===== src/rtl/shift_reg_pkg.sv =====
// Shared types and helpers for the universal shift register.
// Holds the mode encoding, the counter-state encoding and the count-width function.
package shift_reg_pkg;

  typedef enum logic [1:0] {
    MODE_HOLD = 2'b00,
    MODE_SHR  = 2'b01,
    MODE_SHL  = 2'b10,
    MODE_LOAD = 2'b11
  } shift_mode_t;

  typedef enum logic {
    ST_COUNTING = 1'b0,
    ST_FULL     = 1'b1
  } cnt_state_t;

  function automatic int cnt_w(input int width);
    return $clog2(width + 1);
  endfunction

endpackage


===== src/rtl/shift_reg_universal_ffd_en_cell.sv =====
// One-bit D flip-flop with synchronous active-high reset, reset value and enable.
// The parent instantiates one cell per register bit and owns the next-state mux.
module ffd_en_cell #(
  parameter logic RESET_VAL = 1'b0
) (
  input  logic clk,
  input  logic reset,
  input  logic en,
  input  logic d,
  output logic q
);

  logic q_q;

  // NOTE: sequential state uses <= so every flop samples pre-edge values.
  always_ff @(posedge clk) begin
    if (reset) begin
      q_q <= RESET_VAL;
    end else if (en) begin
      q_q <= d;
    end
  end

  assign q = q_q;

endmodule


===== src/rtl/shift_reg_universal.sv =====
// WIDTH-bit universal shift register: hold, shift right/left, parallel load, shift counter.
// Optional macro SHIFT_REG_UNIVERSAL_ROTATE_EN adds a rot input for circular shifts.
module shift_reg_universal
  import shift_reg_pkg::*;
#(
  parameter int               WIDTH     = 8,
  parameter logic [WIDTH-1:0] RESET_VAL = '0
) (
  input  logic                      clk,
  input  logic                      reset,
  input  logic                      en,
  input  logic [1:0]                mode,
`ifdef SHIFT_REG_UNIVERSAL_ROTATE_EN
  input  logic                      rot,
`endif
  input  logic                      sin_r,
  input  logic                      sin_l,
  input  logic [WIDTH-1:0]          d,
  output logic [WIDTH-1:0]          q,
  output logic                      sout_r,
  output logic                      sout_l,
  output logic [cnt_w(WIDTH)-1:0]   count,
  output logic                      done
);

  localparam int              CW       = cnt_w(WIDTH);
  localparam logic [CW-1:0]   FULL_CNT = CW'(WIDTH);

  shift_mode_t    mode_e;
  cnt_state_t     cnt_state;
  logic [WIDTH-1:0] q_q, q_d;
  logic           q_en;
  logic [CW-1:0]  count_q, count_d;
  logic           done_q, done_d;
  logic           shift_in_r, shift_in_l;
  logic           is_shift;

  assign mode_e = shift_mode_t'(mode);

  // The counter FSM state is fully encoded by the count itself.
  assign cnt_state = (count_q == FULL_CNT) ? ST_FULL : ST_COUNTING;

`ifdef SHIFT_REG_UNIVERSAL_ROTATE_EN
  assign shift_in_r = rot ? q_q[0]       : sin_r;
  assign shift_in_l = rot ? q_q[WIDTH-1] : sin_l;
`else
  assign shift_in_r = sin_r;
  assign shift_in_l = sin_l;
`endif

  // NOTE: every always_comb output gets a default first so no latch is inferred.
  always_comb begin
    q_d      = q_q;
    q_en     = 1'b0;
    count_d  = count_q;
    done_d   = 1'b0;
    is_shift = 1'b0;
    if (en) begin
      case (mode_e)
        MODE_SHR: begin
          q_d      = {shift_in_r, q_q[WIDTH-1:1]};
          q_en     = 1'b1;
          is_shift = 1'b1;
        end
        MODE_SHL: begin
          q_d      = {q_q[WIDTH-2:0], shift_in_l};
          q_en     = 1'b1;
          is_shift = 1'b1;
        end
        MODE_LOAD: begin
          q_d     = d;
          q_en    = 1'b1;
          count_d = '0;
        end
        default: ;
      endcase
    end
    if (is_shift && cnt_state == ST_COUNTING) begin
      count_d = count_q + 1'b1;
      done_d  = (count_d == FULL_CNT);
    end
  end

  for (genvar i = 0; i < WIDTH; i++) begin : g_bit
    ffd_en_cell #(
      .RESET_VAL (RESET_VAL[i])
    ) u_cell (
      .clk   (clk),
      .reset (reset),
      .en    (q_en),
      .d     (q_d[i]),
      .q     (q_q[i])
    );
  end

  always_ff @(posedge clk) begin
    if (reset) begin
      count_q <= '0;
      done_q  <= 1'b0;
    end else begin
      count_q <= count_d;
      done_q  <= done_d;
    end
  end

  assign q      = q_q;
  assign sout_r = q_q[0];
  assign sout_l = q_q[WIDTH-1];
  assign count  = count_q;
  assign done   = done_q;

endmodule


===== config.mk =====
export PLATFORM = sky130hd
export DESIGN_NAME = shift_reg_universal
export DESIGN_NICKNAME = d
export VERILOG_FILES = /design/src/rtl/shift_reg_pkg.sv /design/src/rtl/shift_reg_universal_ffd_en_cell.sv /design/src/rtl/shift_reg_universal.sv
export SDC_FILE = /design/constraint.sdc
export NUM_CORES = 1
export LEC_CHECK = 0
export ABC_AREA = 0
export CAP_MARGIN = 25
export CORE_UTILIZATION = 30
export DETAILED_ROUTE_END_ITERATION = 16
export PLACE_DENSITY = 0.54
export SYNTH_ARGS = -nofsm -noshare
export SYNTH_HDL_FRONTEND = slang
export SYNTH_SLANG_ARGS = --single-unit

===== constraint.sdc =====
create_clock -name clk -period 1.85 [get_ports clk]
set_input_delay 0.185 -clock clk [delete_from_list [all_inputs] [get_ports clk]]
set_output_delay 0.185 -clock clk [all_outputs]
set_load 0.02 [all_outputs]

### Word-level counts from Yosys, hierarchy flattened

Cells that the tools add are included.

* flip-flop bits (word level): 13

* $add $sub $neg: 1
* equal/unequal tests: 5
* mux-type cells: 9
* bitwise operators: 2
* reductions and logical operators: 9

Operators by type and width (count)
* one-hot mux 8 bit (3 select lines): 1
* two-way mux 4 bit: 3
* equality test 4 bit (second input constant): 2
* two-way mux 1 bit: 5
* adder 4 x 1 -> 4 bit (second input constant): 1
* equality test 2 bit (second input constant): 2
* nonzero test 2 bit: 2
* OR reduction 2 bit: 2
* AND reduction 3 bit: 1
* nonzero test 3 bit: 1
* OR reduction 3 bit: 1
* equality test 2 x 1 -> 1 bit (second input constant): 1
* NOT 1 bit: 2
* AND reduction 2 bit: 1
* logical AND 1 bit: 1

### Logic depth before layout (Yosys ltp)

Gate-level depths: netlist of run 1.

* depth in word-level cells: 7
* gate-level depth with buffers: 7
* mapped depth without buffers: 5

### Cells and area by module

From an unflattened synthesis of run 1, not the netlist that was laid out.

* cell total of the unflattened synthesis: 94
* area total of the unflattened synthesis: 798.3 um^2

By module, submodules not included
* shift_reg_universal: instances 1, cells an instance 70, area an instance 528.0 um^2, seq. area each 100.1 um^2
* ffd_en_cell: instances 8, cells an instance 3, area an instance 33.8 um^2, seq. area each 20.0 um^2

### Worst setup path before layout of run 1

Ideal clock, no wire load.

* path kind: register -> register
* start: register count_q[0] (netlist: count[0])
* end: register count_q[1] (netlist: count[1])
* arrival: 1.197 ns
* data required time: 1.715 ns
* slack: 0.518 ns
* stages on the path, launching flop included: 6
* path buffers: 0
* period minus slack after synthesis: 1.332 ns
* cells stage by stage: dfxtp_1 -> inv_1 -> ha_1 -> and3b_1 -> o211ai_1 -> a21oi_1

* word-level cells in the longest chain between the ends: 6
* elaborated cells between the ends (all ways): 9
* those cells by class: add/sub: 1; eq/ne: 1; mux: 2; bitwise: 1; reduce/logical: 4

RTL lines
* start, declared: RTL line shift_reg_universal.sv:33 `logic [CW-1:0] count_q, count_d;`
* start signal, assigned: RTL line shift_reg_universal.sv:101 `count_q <= count_d;`
* equality test 4 bit: RTL line shift_reg_universal.sv:41 `assign cnt_state = (count_q == FULL_CNT) ? ST_FULL : ST_COUNTING;`
* two-way mux 1 bit: RTL line shift_reg_universal.sv:41
* NOT 1 bit: RTL line shift_reg_universal.sv:78 `if (is_shift && cnt_state == ST_COUNTING) begin`
* logical AND 1 bit: RTL line shift_reg_universal.sv:78
* nonzero test 2 bit (no source line)
* AND reduction 2 bit (no source line)

Parallel ways exist; a longest one is shown, timed or not.
A chain may end at the register's enable or synchronous reset.

### Worst setup path after layout of run 1

* start: register count_q[3] (netlist: count[3])
* end: output count[3]

RTL lines
* end, declared: RTL line shift_reg_universal.sv:22 `output logic [cnt_w(WIDTH)-1:0] count,`

No word-level cell between the ends.

==> results of run 1 <==
area by class of cell:
cell class	count	area (um^2)
Inverter	4	15.0
Sequential cell	13	260
Timing Repair Buffer	30	298
Tap cell	30	37.5
Clock buffer	4	26.3
Multi-Input combinational cell	64	442
Fill cell	277	1440
per-stage QoR:
step	power, mW	cell area, um^2
floorplan	0.437	818
global placement	0.498	1050
detailed placement	0.498	1050
CTS	0.677	1080
global route	0.718	1080
finish	0.669	1080
flip-flops by register name, indices dropped and copies added (netlist names):
register	count
count	4
done	1
g_bit.u_cell.q	8
power by group:
part	total [mW]	internal, mW	switching, mW
Sequential	0.314	0.296	0.0179
Combinational	0.176	0.0901	0.0858
Clock	0.179	0.0834	0.0956
Total	0.669	0.470	0.199
path summary, 6_finish.rpt:
| path | startpoint | endpoint | cells past startpoint |
|---|---|---|---|
| max | count[3] | count[3] | 1 |
| min | sin_r | g_bit[7].u_cell.q | 3 |
| max reg2reg | count[0] | count[1] | 5 |
| min reg2reg | g_bit[7].u_cell.q | g_bit[6].u_cell.q | 2 |
logic make-up after synthesis:
| family | after synthesis | share of synthesized area (%) |
|---|---|---|
| AO/OA/AOI/OAI | 23 | 22.9 |
| XOR/XNOR | 1 | 1.07 |
| flip-flops | 13 | 31.8 |
| buffers and inverters | 17 | 14.2 |
| adder cells (fa/ha/maj) | 5 | 7.65 |
| AND/OR/NAND/NOR | 35 | 22.3 |
synth_stat cells:
library cell / n
clkbuf_1: 1
buf_12: 1
dfxtp_1: 13
a22oi_1: 8
ha_1: 5
nor2_4: 1
buf_4: 9
nor2_2: 2
nor2b_1: 2
and3b_1: 1
and2_2: 1
nor2_1: 6
xor2_1: 1
nand3_1: 4
buf_2: 2
nand4b_1: 1
or3_1: 1
nand3b_1: 2
a311oi_2: 2
nand4_1: 1
nor4_1: 1
a21oi_1: 2
o211ai_1: 3
a31oi_1: 2
inv_1: 4
nand2_1: 12
a311oi_1: 6
tightest hold or removal path: cells and delay by family:
family	cells	cell delay (ns)
AND/OR/NAND/NOR	1	0.06
buffers and inverters	1	0.40
AO/OA/AOI/OAI	1	0.08
metal layers:
metal	vias up	GRT usage, %	wire [um]
met3	0	3.61	91
met4	0	5.13	0
li1	377	-	-
met5	-	0	0
met1	338	18.2	820
met2	22	23.4	824
==> reports/summary.txt, run 1 <==
Vias in the first global route -> 675
Post-route ant nets -> 0
Root Driver -> clkbuf_4
Drt pass-1 iters -> 4
Crit path buffers/inverters -> 1
H-tree depth -> 1
Iter 0 DRT Violations -> 16
IR drop worst, VDD -> 0.000291 V
Mapped Area -> 818 um^2
Yosys reg bits -> 13
Post-CTS setup buffers -> 0
Commonest non-fill, non-tap cell in the layout -> clkdlybuf4s50_1
Core Area -> 0.00252 mm^2
Final wirelength -> 1740 um
Setup violations, final -> 0
Share of cells above drive strength 1 -> 8.70%
Yosys top cell by area -> dfxtp_1
Setup TNS -> 0 ns
CP Launch Type -> flip-flop
Cts repair resizes -> 0
WHS -> 0.503 ns
Hold_buf cts -> 0
GRT overflow -> 0
Crit end category -> output pin
Starting Density -> 32.4%
Placed insts -> 141
Most frequent cells in the layout -> clkdlybuf4s50_1, dfxtp_1, nand2_1, a22oi_1
Gate count of the mapped netlist -> 94
Worst Tran Pin Value -> 0.532 ns
Final Hold Viols -> 0
Largest net degree at the start of global routing -> 17
GRT Total Usage -> 14.4%
Final worst-path setup slack -> 0.270 ns
Worst-skew pair later-pin latency -> 0.27 ns
Post-DR vias/cell -> 5.08
Slowest CP cell -> clkdlybuf4s50_1
Unrepaired setup endpoints after global routing -> no
I/O Buffers -> 29
Non-filler instance count after layout -> 145
Static Leak -> 0.369 nW
Final Max Slew Viols -> 0
Synth cell types -> 27
Die X -> 54.2 um
Worst-path clk slew -> 0.09 ns
Worst Path Arrival -> 1.39 ns
Core Rows -> 18
Tcrit/Tclk final -> 85.4%
DP HPWL -> 1310 um
Synth top area share -> 31.8%
Register area share after synthesis -> 31.8%
Fmax -> 633 MHz
Hold Crit Class -> in -> reg
CP max stage delay -> 0.66 ns
Max clock buf depth -> 2
CTS Buf Count -> 3
CP top delay family -> buffers and inverters
CTS tree -> yes
Initial antenna violation count -> 0
Ys Warns -> 0
Mean routed wirelength per cell -> 12.0 um
Relative slew slack -> 64.4%
Crit-path cells -> clkdlybuf4s50_1
Area growth, synth to finish -> 31.8%
Final nets -> 136
Status -> completed
Syn Area/Cell -> 8.71 um^2
First-pass GRT wire length -> 3040 um
Setup Skew -> 0.00712 ns
Post-layout util -> 42.8%
Worst path required time -> 1.66 ns
Min cycle time layout -> 1.58 ns
Largest fanout on the critical path -> 7
I/O Pins -> 30
Place WS -> 0.0887 ns
Synth area leaders -> dfxtp_1, buf_4, ha_1, a22oi_1, a311oi_1
Max-Cap Viols -> 0
Worst R2R Setup Slack -> 0.55 ns
Routability cong. -> 0.762
Vias -> 737
Chip height -> 54.2 um
Setup Crit Path Kind -> reg -> out
PwrDens -> 620 mW/mm^2
Post-route DRC -> 0
Die Footprint -> 0.00294 mm^2
CTS sink cnt -> 13
Number of diodes -> 0
Synthesized Nets -> 114
No activity file was read; power rests on OpenSTA's default activity.
==> run 2: changes to the inputs <==
==> constraint.sdc (replaced) <==
create_clock -name clk -period 1.85 [get_ports clk]
set_input_delay 0.185 -clock clk [delete_from_list [all_inputs] [get_ports clk]]
set_output_delay 0.185 -clock clk [all_outputs]
set_load 0.01 [all_outputs]
==> results of run 2 <==
Same layout as run 1 (identical final DEF). Status: completed.
Main changes from that run: setup slack after layout 0.270 ns -> 0.338 ns; total power 0.669 mW -> 0.654 mW; worst IR drop on VDD 0.000291 V -> 0.000290 V
==> run 3: changes to the inputs <==
==> constraint.sdc (replaced) <==
create_clock -name clk -period 1.5 [get_ports clk]
set_input_delay 0.15 -clock clk [delete_from_list [all_inputs] [get_ports clk]]
set_output_delay 0.15 -clock clk [all_outputs]
set_load 0.01 [all_outputs]
==> reports/summary.txt, run 3 (same netlist as run 1, synthesis figures left out) <==
Root Driver -> clkbuf_4 (unchanged)
Share of cells above drive strength 1 -> 15.6% (was 8.70%)
Final wirelength -> 1890 um (was 1740 um)
Logic pwr share -> 26.8% (was 24.6%)
Setup Crit Path Kind -> reg -> out (unchanged)
Non-filler instance count after layout -> 152 (was 145)
CTS tree -> yes (unchanged)
Worst R2R Setup Slack -> 0.19 ns (was 0.55 ns)
Die Footprint -> 0.00294 mm^2 (unchanged)
CP top delay family -> buffers and inverters (unchanged)
Largest fanout on the critical path -> 6 (was 7)
Worst-skew pair later-pin latency -> 0.27 ns (about the same)
Placed insts -> 148 (was 141)
CP max stage delay -> 0.58 ns (was 0.59 ns)
Commonest non-fill, non-tap cell in the layout -> clkdlybuf4s50_1 (unchanged)
Hold_buf cts -> 0 (unchanged)
Relative slew slack -> 84.1% (was 64.4%)
Sequential power share -> 46.4% (was 48.0%)
Number of flip-flops in the largest register -> 8 (unchanged)
Worst Path Arrival -> 1.28 ns (was 1.33 ns)
Fmax -> 699 MHz
Status -> completed (unchanged)
Post-route DRC -> 0 (unchanged)
GRT Total Usage -> 15.0% (was 14.4%)
Worst path required time -> 1.35 ns (was 1.66 ns)
Setup Skew -> 0.00304 ns (was 0.00712 ns)
Vias -> 781 (was 737)
Sw frac -> 28.4% (was 28.2%)
Post-CTS setup buffers -> 0 (unchanged)
DP HPWL -> 1420 um (was 1310 um)
CTS Buf Count -> 3 (unchanged)
Final nets -> 143 (was 136)
Max clock buf depth -> 2 (unchanged)
Crit path buffers/inverters -> 1 (unchanged)
Starting Density -> 32.4% (unchanged)
Initial antenna violation count -> 0 (unchanged)
Slowest CP cell -> clkdlybuf4s50_1 (unchanged)
Chip height -> 54.2 um (unchanged)
WP depth -> 1 (unchanged)
Net Sw Power -> 237 uW (was 185 uW)
First-pass GRT wire length -> 3240 um (was 3040 um)
Internal power -> 597 uW (was 469 uW)
Number of diodes -> 0 (unchanged)
Post-route ant nets -> 0 (unchanged)
GRT overflow -> 0 (unchanged)
Final Hold Viols -> 0 (unchanged)
Worst Tran Pin Value -> 0.238 ns (was 0.532 ns)
Core Area -> 0.00252 mm^2 (unchanged)
PwrDens -> 721 mW/mm^2 (was 606 mW/mm^2)
Static Leak -> 0.412 nW (was 0.369 nW)
Worst Hold Path Cells -> 3 (unchanged)
Crit end category -> output pin (unchanged)
Post-layout util -> 45.9% (was 42.8%)
Core Rows -> 18 (unchanged)
I/O Buffers -> 29 (unchanged)
Final Max Slew Viols -> 0 (unchanged)
Unrepaired setup endpoints after global routing -> no (unchanged)
Largest net degree at the start of global routing -> 15 (was 17)
Drt pass-1 iters -> 4 (unchanged)
Hold Crit Class -> in -> reg (unchanged)
Iter 0 DRT Violations -> 16 (unchanged)
FF-to-FF path depth -> 5 (unchanged)
Clock share of power -> 26.8% (was 27.4%)
Tcrit/Tclk final -> 95.4%
Min cycle time layout -> 1.43 ns
Area growth, synth to finish -> 41.6% (was 31.8%)
Die X -> 54.2 um (unchanged)
Worst-path clk slew -> 0.08 ns (was 0.09 ns)
Vias in the first global route -> 772 (was 675)
Routability cong. -> 0.720 (was 0.762)
IR drop worst, VDD -> 0.000448 V (was 0.000290 V)
Setup violations, final -> 0 (unchanged)
H-tree depth -> 1 (unchanged)
Post-DR vias/cell -> 5.14 (was 5.08)
Mean routed wirelength per cell -> 12.4 um (was 12.0 um)
I/O Pins -> 30 (unchanged)
Max-Cap Viols -> 0 (unchanged)
CP Launch Type -> flip-flop (unchanged)
Most frequent cells in the layout -> clkdlybuf4s50_1, nand2_1, dfxtp_1, a22oi_1 (was clkdlybuf4s50_1, dfxtp_1, nand2_1, a22oi_1)
CTS sink cnt -> 13 (unchanged)
Setup TNS -> 0 ns (unchanged)
Crit-path cells -> clkdlybuf4s50_1 (unchanged)
## run 3: changes by cell type in the layout (fill, tap and decap cells not counted)
cell / before / now
dfxtp_1: 13 / 11
buf_4: 1 / 6
buf_12: 0 / 2
dfxtp_2: 0 / 2
## run 3: routing by layer
| layer | share of wire [%] | wire length, um | vias to the layer above | GRT usage [%] |
|---|---|---|---|---|
| li1 | - | - | 396 | - |
| met1 | 44 | 827 | 353 | 16.7 |
| met2 | 49 | 921 | 30 | 27.4 |
| met3 | 7.3 | 137 | 2 | 5.56 |
| met4 | 0.11 | 2 | 0 | 2.14 |
| met5 | 0 | 0 | - | 0 |
## run 3: path summary, 6_finish.rpt
check / start / to
max: count[0] / count[0]
max reg2reg: count[0] / count[1]
min reg2reg: count[2] / done
min: sin_r / g_bit[7].u_cell.q
## run 3: area by class of cell
type / count / area (um^2)
fillers: 270 / 1360
well taps: 30 / 37.5
inverters: 4 / 15.0
multi-input cells: 64 / 442
flip-flops and latches: 13 / 263
repair buffers: 37 / 375
clock buffers: 4 / 26.3
## run 3: worst min-delay path, delay by kind of cell
family          cells  cell delay, ns
simple gates        1            0.06
compound gates      1            0.08
buf+inv             1            0.41
## run 3: power by group through the flow
stage	registers, mW	logic, mW	clock network (mW)
after CTS	0.388	0.225	0.233
after global placement	0.396	0.222	0
after global routing	0.391	0.247	0.247
after detailed placement	0.395	0.224	0
after floorplan	0.394	0.126	0
final	0.388	0.223	0.224
## run 3: repair_timing
| action | CTS | global route |
|---|---|---|
| endpoints found under the hold margin | 0 | 0 |
| gates resized for setup | 0 | 2 |
| setup endpoints to repair | 0 | 2 |
## run 3: per-stage QoR
stage / instance area, um^2 / hold WS [ns] / total power [mW] / worst slack (ns)
6_report: 1160 / 0.480 / 0.835 / 0.0687
3_5_place_dp: 1130 / 0.508 / 0.620 / -0.143
5_1_grt: 1160 / 0.516 / 0.886 / 0.000931
2_1_floorplan: 818 / 0.222 / 0.520 / 0.252
3_3_place_gp: 1130 / 0.509 / 0.618 / -0.127
4_1_cts: 1160 / 0.476 / 0.846 / 0.0107
==> RTL edit: new RTL, settings of run 3 <==
`WIDTH`: 8 -> 7.
--- a/src/rtl/shift_reg_universal.sv
+++ b/src/rtl/shift_reg_universal.sv
@@ -5,3 +5,3 @@
 #(
-  parameter int               WIDTH     = 8,
+  parameter int               WIDTH     = 7,
   parameter logic [WIDTH-1:0] RESET_VAL = '0
Ports: changed (resized count, d and q); port bits go from 30 to 27. The function was not compared with the original's and may differ.
==> RTL edit against run 3 <==
  * First-iteration DRC count shrank 38%
  * Critical endpoint is now count[1]
  * Sequential power shrank 15%
  * Total power shrank 16%
  * Setup slack gained 70 ps
  * Sequential cell count shrank 2
  * Design area shrank 22%
  * Die area shrank 20%
  * Routed wire length shrank 24%
  * Global-route usage shrank 0.84 points
  * Maximum frequency grew 5.2%
  * Synthesized area shrank 20%
==> RTL edit: results (changes against run 3) <==
stage,metric,value,unit,change
outcome,outcome,finished clean,,
synth,syn_inst,74,,-21%
synth,ys_seq_area_frac,0.338,,+0.0204
placed_design,dp_hpwl,1100,um,-22%
layout,largest_reg_flops,7,,-1
layout,fill_cells,206,,-24%
route,dr.pass1.iters,4,,unchanged
layout,layout.nets,116,,-19%
clock_tree,path_clk_slew,70,ps,
synth,netlist_top_cells_count,"dfxtp_1 (11), nand2_1 (9), nor2_1 (8)",,
placed_design,routabilityCongestion,0.697,,-3.3%
sta,fin_skew,2.67,ps,-0.369 ps
layout,drive_above_1_share,0.0737,,-0.0821
sta,worst_pin_slew,435,ps,+197 ps
route,vias,599,,-23%
power,p_leak,0.340,nW,-17%
setup_path,cp_max_fo,4,,-2
global_routing,grt.met3_usage,0.0409,,-0.0147
global_routing,met1_usage,0.144,,-0.0230
synth,synth_nets,94,,-18%
setup_path,max_stage_delay,560,ps,-20 ps
global_routing,grt_pass1_vias,591,,-23%
setup_path,reg2reg_to,count[0],,
sta,fmax,0.735,GHz,+5.2%
synth,synth_area_leaders,"dfxtp_1 (34%), ha_1 (12%), a311oi_1 (9.4%)",,
floorplan,placementRows,16,,-2
power,ir_drop,0.325,mV,-27%
worst_hold_path,whs_endpoint,g_bit[6].u_cell.q,,
setup_path,r2r_setup_slack,150,ps,-40 ps
global_routing,track_usage,0.142,,-0.00840
route,wl,1440,um,-24%
placed_design,port_buffers,26,,-10%
synth,yosysUniqueCellTypes,21,,-22%
placed_design,post-place-ws,-153,ps,-10.6 ps
global_routing,grt_pass1_wl,2560,um,-21%
route,drtIter0Drc,10,,-6
-- RTL edit: through the flow --
stage	instance area, sq um	std cells	utilization	setup TNS [ps]
4_1_cts	905	122	0.452	0
6_report	905	122	0.452	0
2_1_floorplan	651	74	-	0
3_3_place_gp	878	118	0.439	-734
3_5_place_dp	878	118	0.439	-1060
5_1_grt	905	122	0.452	0
-- RTL edit: layout make-up --
cell class              instances  area, sq um  share of cell area
well taps                      27         33.8              0.0373
flip-flops and latches         11          220               0.243
multi-input cells              49          338               0.373
inverters                       3         11.3              0.0124
repair buffers                 28          275               0.304
clock buffers                   4         26.3              0.0290
-- RTL edit: how the worst max path moves through the flow --
stage / startpoint / to / slack, ps / depth (start not counted)
3_3_place_gp: mode[0] / g_bit[5].u_cell.q / -110 / 6
6_report: count[1] / count[1] / 140 / 1
4_1_cts: g_bit[2].u_cell.q / q[2] / 120 / 1
5_1_grt: count[0] / count[1] / 30 / 5
3_5_place_dp: mode[1] / g_bit[2].u_cell.q / -150 / 6
2_1_floorplan: count[0] / count[0] / 220 / 5
-- RTL edit: worst reg2reg max path, delay by kind of cell (launching register included) --
kind | cells | cell delay [ps]
simple gates | 2 | 410
compound gates | 1 | 120
fa+ha+maj | 2 | 400
flops | 1 | 350
-- RTL edit: kinds of logic (layout without fill, tap and decap cells) --
family	Yosys count	in the layout	share of synthesized area
buffers and inverters	14	35	0.142
AOI/OAI and AO/OA	17	17	0.200
DFF	11	11	0.338
and+or+nand+nor	26	26	0.204
adders and majority gates	6	6	0.115
-- RTL edit: layer usage --
layer	vias up	routed length [um]	part of all wire
met2	12	754	0.52
li1	301	-	-
met5	-	0	0
met1	284	612	0.42
met4	0	13	0.0090
met3	2	60	0.042
-- RTL edit: report_power, final --
group / switching [mW] / total [mW] / leakage [nW] / internal (mW)
sequential: 0.0181 / 0.328 / 0.0903 / 0.310
clock: 0.0981 / 0.201 / 0.0150 / 0.103
combinational: 0.0734 / 0.174 / 0.235 / 0.101
total: 0.190 / 0.703 / 0.340 / 0.513
